**config.mk**
```make
export PLATFORM = sky130hd
export DESIGN_NAME = dmem_responder
export DESIGN_NICKNAME = d
export VERILOG_FILES = /design/src/rtl/dmem_pkg.sv /design/src/rtl/dmem_lane_align.sv /design/src/rtl/dmem_responder.sv
export SDC_FILE = /design/constraint.sdc
export NUM_CORES = 2
export LEC_CHECK = 0
export ABC_CLOCK_PERIOD_IN_PS = 17650
export CORE_UTILIZATION = 30
export CTS_CLUSTER_DIAMETER = 200
export DETAILED_ROUTE_END_ITERATION = 12
export GPL_ROUTABILITY_DRIVEN = 0
export HOLD_SLACK_MARGIN = 0.05
export PLACE_DENSITY_LB_ADDON = 0.25
export SYNTH_ARGS = -nofsm -noshare
export SYNTH_HDL_FRONTEND = slang
export SYNTH_SLANG_ARGS = --single-unit
```
**constraint.sdc**
```tcl
create_clock -name clk -period 17.65 [get_ports clk]
set_input_delay 3.53 -clock clk [delete_from_list [all_inputs] [get_ports clk]]
set_output_delay 3.53 -clock clk [all_outputs]
set_load 0.02 [all_outputs]
```
**src/rtl/dmem_pkg.sv**
```systemverilog
// Shared types and constants for the data-memory responder.
// Funct3 encodings, FSM states and the request kind latched at accept time.
package dmem_pkg;

  localparam int LANES = 4;

  localparam logic [2:0] F3_B  = 3'd0;
  localparam logic [2:0] F3_H  = 3'd1;
  localparam logic [2:0] F3_W  = 3'd2;
  localparam logic [2:0] F3_BU = 3'd4;
  localparam logic [2:0] F3_HU = 3'd5;

  typedef enum logic [1:0] {
    IDLE = 2'd0,
    WAIT = 2'd1,
    RESP = 2'd2
  } state_t;

  typedef enum logic [1:0] {
    OP_LOAD  = 2'd0,
    OP_STORE = 2'd1,
    OP_BOTH  = 2'd2
  } op_t;

endpackage

```
**src/rtl/dmem_lane_align.sv**
```systemverilog
// Combinational lane steering: byte enables and replicated store data,
// load extraction/extension, and the misaligned/illegal access flag.
module dmem_lane_align
  import dmem_pkg::*;
#(
  parameter int DATA_W = 32
) (
  input  logic [1:0]        offset,
  input  logic [2:0]        funct3,
  input  logic [1:0]        op,
  input  logic [DATA_W-1:0] wr_data,
  input  logic [DATA_W-1:0] raw_word,
  output logic [LANES-1:0]  byte_en,
  output logic [DATA_W-1:0] st_data,
  output logic [DATA_W-1:0] ld_data,
  output logic              err
);

  function automatic logic [DATA_W-1:0] ext8(input logic [7:0] b, input logic sgn);
    logic signed [7:0]        bs;
    logic signed [DATA_W-1:0] wide;
    bs   = b;
    wide = bs;
    return sgn ? wide : {{(DATA_W-8){1'b0}}, b};
  endfunction

  function automatic logic [DATA_W-1:0] ext16(input logic [15:0] h, input logic sgn);
    logic signed [15:0]       hs;
    logic signed [DATA_W-1:0] wide;
    hs   = h;
    wide = hs;
    return sgn ? wide : {{(DATA_W-16){1'b0}}, h};
  endfunction

  logic        is_load;
  logic        is_store;
  logic        misalign;
  logic        illegal;
  logic [7:0]  sel_byte;
  logic [15:0] sel_half;

  always_comb begin
    is_load  = (op == OP_LOAD);
    is_store = (op == OP_STORE);
    misalign = ((funct3 == F3_H || funct3 == F3_HU) && offset[0]) ||
               ((funct3 == F3_W) && (offset != 2'd0));
    case (op)
      OP_LOAD:  illegal = !(funct3 inside {F3_B, F3_H, F3_W, F3_BU, F3_HU});
      OP_STORE: illegal = !(funct3 inside {F3_B, F3_H, F3_W});
      default:  illegal = 1'b1;
    endcase
    err = misalign || illegal;

    // Store path: replicate the datum across lanes, enables pick the lanes
    byte_en = '0;
    st_data = wr_data;
    if (is_store && !err) begin
      case (funct3)
        F3_B: begin
          byte_en = LANES'(1) << offset;
          st_data = {(DATA_W/8){wr_data[7:0]}};
        end
        F3_H: begin
          byte_en = offset[1] ? 4'b1100 : 4'b0011;
          st_data = {(DATA_W/16){wr_data[15:0]}};
        end
        default: byte_en = 4'b1111;
      endcase
    end

    sel_byte = raw_word[{offset, 3'b000} +: 8];
    sel_half = offset[1] ? raw_word[31:16] : raw_word[15:0];
    ld_data  = '0;
    if (is_load && !err) begin
      case (funct3)
        F3_B:    ld_data = ext8(sel_byte, 1'b1);
        F3_BU:   ld_data = ext8(sel_byte, 1'b0);
        F3_H:    ld_data = ext16(sel_half, 1'b1);
        F3_HU:   ld_data = ext16(sel_half, 1'b0);
        default: ld_data = raw_word;
      endcase
    end
  end

endmodule

```
**src/rtl/dmem_responder.sv**
```systemverilog
// Data-memory responder: accepts one load/store at a time, holds the core
// with busy through WAIT_CYCLES wait states, then pulses done with the result.
module dmem_responder
  import dmem_pkg::*;
#(
  parameter int DATA_W      = 32,
  parameter int ADDR_W      = 9,
  parameter int WAIT_CYCLES = 1
) (
  input  logic              clk,
  input  logic              reset,
  input  logic              MemRead,
  input  logic              MemWrite,
  input  logic [ADDR_W-1:0] addr,
  input  logic [2:0]        Funct3,
  input  logic [DATA_W-1:0] wr_data,
  output logic [DATA_W-1:0] rd_data,
  output logic              busy,
  output logic              done,
  output logic              err
);

  localparam int DEPTH = 2 ** (ADDR_W - 2);

  state_t            state;
  state_t            state_nxt;
  logic [3:0]        cnt;
  logic              req;
  logic              accept;
  logic              access;

  logic [ADDR_W-1:0] addr_q;
  logic [2:0]        f3_q;
  logic [DATA_W-1:0] wdata_q;
  op_t               op_q;

  logic [LANES-1:0]  byte_en;
  logic [DATA_W-1:0] st_data;
  logic [DATA_W-1:0] ld_data;
  logic [DATA_W-1:0] raw_word;
  logic              align_err;

  logic [DATA_W-1:0] mem [DEPTH];

  always_comb begin
    req       = MemRead || MemWrite;
    state_nxt = state;
    busy      = 1'b0;
    done      = 1'b0;
    accept    = 1'b0;
    access    = 1'b0;
    case (state)
      IDLE: begin
        if (req) begin
          busy      = 1'b1;
          accept    = 1'b1;
          state_nxt = WAIT;
        end
      end
      WAIT: begin
        busy = 1'b1;
        if (cnt == 4'd0) begin
          access    = 1'b1;
          state_nxt = RESP;
        end
      end
      RESP: begin
        done      = 1'b1;
        state_nxt = IDLE;
      end
      default: state_nxt = IDLE;
    endcase
  end

  always_ff @(posedge clk) begin
    if (reset) begin
      state   <= IDLE;
      cnt     <= '0;
      rd_data <= '0;
      err     <= 1'b0;
    end else begin
      state <= state_nxt;
      if (accept) begin
        cnt <= 4'(WAIT_CYCLES);
      end else if (state == WAIT && cnt != 4'd0) begin
        cnt <= cnt - 4'd1;
      end
      if (access) begin
        rd_data <= ld_data;
        err     <= align_err;
      end
    end
  end

  // Request fields are captured once at accept; the core may drop them later
  always_ff @(posedge clk) begin
    if (accept) begin
      addr_q  <= addr;
      f3_q    <= Funct3;
      wdata_q <= wr_data;
      op_q    <= (MemRead && MemWrite) ? OP_BOTH : (MemRead ? OP_LOAD : OP_STORE);
    end
  end

  assign raw_word = mem[addr_q[ADDR_W-1:2]];

  dmem_lane_align #(
    .DATA_W (DATA_W)
  ) u_align (
    .offset   (addr_q[1:0]),
    .funct3   (f3_q),
    .op       (op_q),
    .wr_data  (wdata_q),
    .raw_word (raw_word),
    .byte_en  (byte_en),
    .st_data  (st_data),
    .ld_data  (ld_data),
    .err      (align_err)
  );

  // Reset wins over a pending access so an interrupted store never lands
  always_ff @(posedge clk) begin
    if (access && !reset) begin
      for (int l = 0; l < LANES; l++) begin
        if (byte_en[l]) begin
          mem[addr_q[ADDR_W-1:2]][l*8 +: 8] <= st_data[l*8 +: 8];
        end
      end
    end
  end

endmodule
```
==> results.md <==
* Status: complete, but fails checks
* Violated checks: capacitance limit, slew limit
* Routed length per instance at ~34 um
* Final setup viols at 0
* Rel. slew slack at -0.0222
* EDFF count, synth at 4142
* Top_reg_cell synth: edfxtp_1
* Sequential share of the synthesized area at 0.768
* Vias in the first global route at between 80k and 90k
* Syn Inst Count at roughly 8k
* CP Data Arrival Time at slightly above 5000 ps
* # DRC at 0
* Critical Path Most Common Cell: clkdlybuf4s50_1
* Clock slew at reported path FFs at about 60 ps
* FF+latch count, synth at roughly 4.2k
* Starting Density at 0.302
* I/O Buffers at 82
* Peak VDD IR at a little over 0.00009 V
* Pleak at roughly 57 nW
* Die X-Extent at ~740 um
* Vias at between 80k and 90k
* Largest delay contributor family on the critical path: buffers and inverters
* Hold WC Path Type: flip-flop to flip-flop
* Worst slew pin tran at around 1500 ps
* Syn Area/Cell at approximately 21 um2
* Async set-reset flop share out of synthesis at 0
* Total wire length at between 500 and 600 mm
* Crit path kind: primary input to output pin
* Design area at roughly 190000 um2
* Netlist cell types at 72
* CP Max Fanout at 4
* P per Cell Area at approximately 130 nW/um2
* Final period util at 0.486
* Die Y at ~740 um
* Critical Path RT at around 14000 ps
* Final net count at about 8.2k
* Skew-Pair Late Insertion Delay at roughly 1000 ps
* Clk buf depth at 4
* Critical path's slowest cell: clkdlybuf4s50_1
* CP Buf/Inv Count at 2
* Largest net degree at the start of global routing at about 130
* Fraction of layout cells with a size suffix above 1 at 0.225
* First-pass GRT wire length at between 700 and 800 mm
* Startpoint Class: primary input
* Vias per cell at 5.29
* Achievable Freq at ~120 MHz
* Worst slack, placed at about 9000 ps
* CTS tree: yes
* Critical Path End Type: output pin
* H-Tree Depth at 5
* Setup TNS Final at 0 ps
* All-Layer GR Usage at 0.189
* Setup Buffers After CTS at 0
* Worst-path cell chain: clkdlybuf4s50_1 > nor3_1 > nor2_1 > clkdlybuf4s50_1
* Share of the synthesized area in the top cell type at 0.762
* Gr ovfl total at 0
* Total power draw at 0.0239 W
* Fin crit period at approximately 8600 ps
* Synthesized area at about 160000 um2
* Post-DP HPWL at about 340 mm
* Die ar. at 547000 um2
* Clock Skew at between 80 and 90 ps
* Synth-to-layout area growth at 14.8%
* Warning count from the yosys run at 0
* Num ports at 83
* Unrepaired setup endpoints after global routing: false
* WHS at 534 ps
* Antenna Nets Post-Route at 0
* Cell Rows at 270
* Leading area contributor after synthesis: edfxtp_1
* Initial antenna violation count at 80
* DR pass1 iterations at 8
* Final hold violation count at 0
* Final Max Tran Viols at 17
* Setup ws final at approximately 9100 ps
* Post-CTS resize count at 0
* Total CTS buffers at approximately 440
* Clock root cell: clkbuf_16
* Cts-stage hold buffer count at 0
* CTS Sinks at between 4k and 5k
* Max_cap viols at 2
* Post-DP Area at 173000 um2
* Synthesized Nets at 7884
* Crit path largest cell delay at around 670 ps
* Largest cells by area after synthesis: edfxtp_1 76%, mux4_2 13%, mux2i_1 3.0%
* Core ar. at 541000 um2
* Initial DRC Count at roughly 10k
## cell usage after synthesis (35+ instances only)
library cell / count
o221ai_1: 68
a21oi_1: 93
nand2_1: 324
nand3_1: 40
buf_1: 53
nor2_1: 578
dfxtp_1: 46
a221oi_1: 107
o21ai_0: 76
buf_4: 40
buf_2: 144
o22a_1: 49
mux2i_1: 485
a22o_1: 54
clkbuf_1: 200
edfxtp_1: 4142
mux4_2: 932
a22oi_1: 90
nor3_1: 35
## registers in the layout, indices dropped and copies added, names as in the netlist, named ones only
signal   flops
rd_data     32
op_q         2
cnt          4
f3_q         3
state        2
wdata_q     32
addr_q       9
mem       4096
err          1
## metrics by stage
| stage | utilization | cells |
|---|---|---|
| 3_5_place_dp | 0.320 | 14900 |
| 5_1_grt | 0.346 | 15700 |
| 2_1_floorplan | - | 7835 |
| 3_3_place_gp | 0.320 | 14900 |
| 4_1_cts | 0.346 | 15700 |
| 6_report | 0.346 | 15800 |
## layout make-up
class                           instances  area (um2)
Antenna cell                           97         243
Clock buffer                          540       11500
Clock inverter                        275        2700
Fill cell                           50400      354000
Inverter                               10        46.3
Multi-Input combinational cell       3163       35800
Sequential cell                      4188      125000
Tap cell                             7208        9020
Timing Repair Buffer                  328        2760
## path summary, 6_finish.rpt
kind         slack, ps  cells after the start     endpoint        from
max               9060                      4         busy     MemRead
min                530                      1   rd_data[9]  rd_data[9]
max reg2reg      10030                     13  rd_data[20]   flip-flop
min reg2reg        530                      1   rd_data[9]  rd_data[9]
## cells in the final DEF (no fill, tap or decap), types with 90 or more instances in the layout
cell | synthesis | layout
nor2_1 | 578 | 571
mux2i_1 | 485 | 485
a22oi_1 | 90 | 90
a221oi_1 | 107 | 107
clkbuf_16 | 0 | 445
buf_4 | 40 | 239
clkbuf_1 | 200 | 90
mux4_2 | 932 | 932
nand2_1 | 324 | 304
clkinv_1 | 0 | 107
edfxtp_1 | 4142 | 4142
diode_2 | 0 | 97
## metal layers
metal | vias up | part of all wire | track usage
met4 | 20 | 0.038 | 0.0735
met3 | 882 | 0.088 | 0.0460
met2 | 4165 | 0.47 | 0.301
met5 | - | 0.00022 | 0.00611
li1 | 33300 | - | -
met1 | 45300 | 0.40 | 0.249
## worst reg2reg max path, stage by stage (launching register included)
cell       delay [ps]
dfxtp_4           750
buf_4             850
buf_12            730
buf_4             970
buf_4             960
mux4_2            660
mux2i_1           190
nor2_1            130
a2111o_1          660
nand3_1           220
o2111ai_1         200
nor4_2            430
a211o_2           510
o221ai_1          220
## report_power, final
group | total [W] | internal (W) | leakage, nW | switching, W
Combinational | 0.00347 | 0.00117 | 12.6 | 0.00229
Sequential | 0.0112 | 0.0112 | 37.6 | 0.0000552
Clock | 0.00922 | 0.00525 | 6.92 | 0.00396
## cell families after synthesis
kind of cell               after synthesis  share of synthesized area
and+or+nand+nor                       1078                     0.0273
xor gates and xnor gates                 3                   0.000161
buffers and inverters                  484                     0.0150
DFF                                   4188                      0.768
adders and majority gates                1                  0.0000767
muxes                                 1449                      0.161
AOI/OAI and AO/OA                      632                     0.0290
Note: power is estimated with default switching activity, not from simulation.
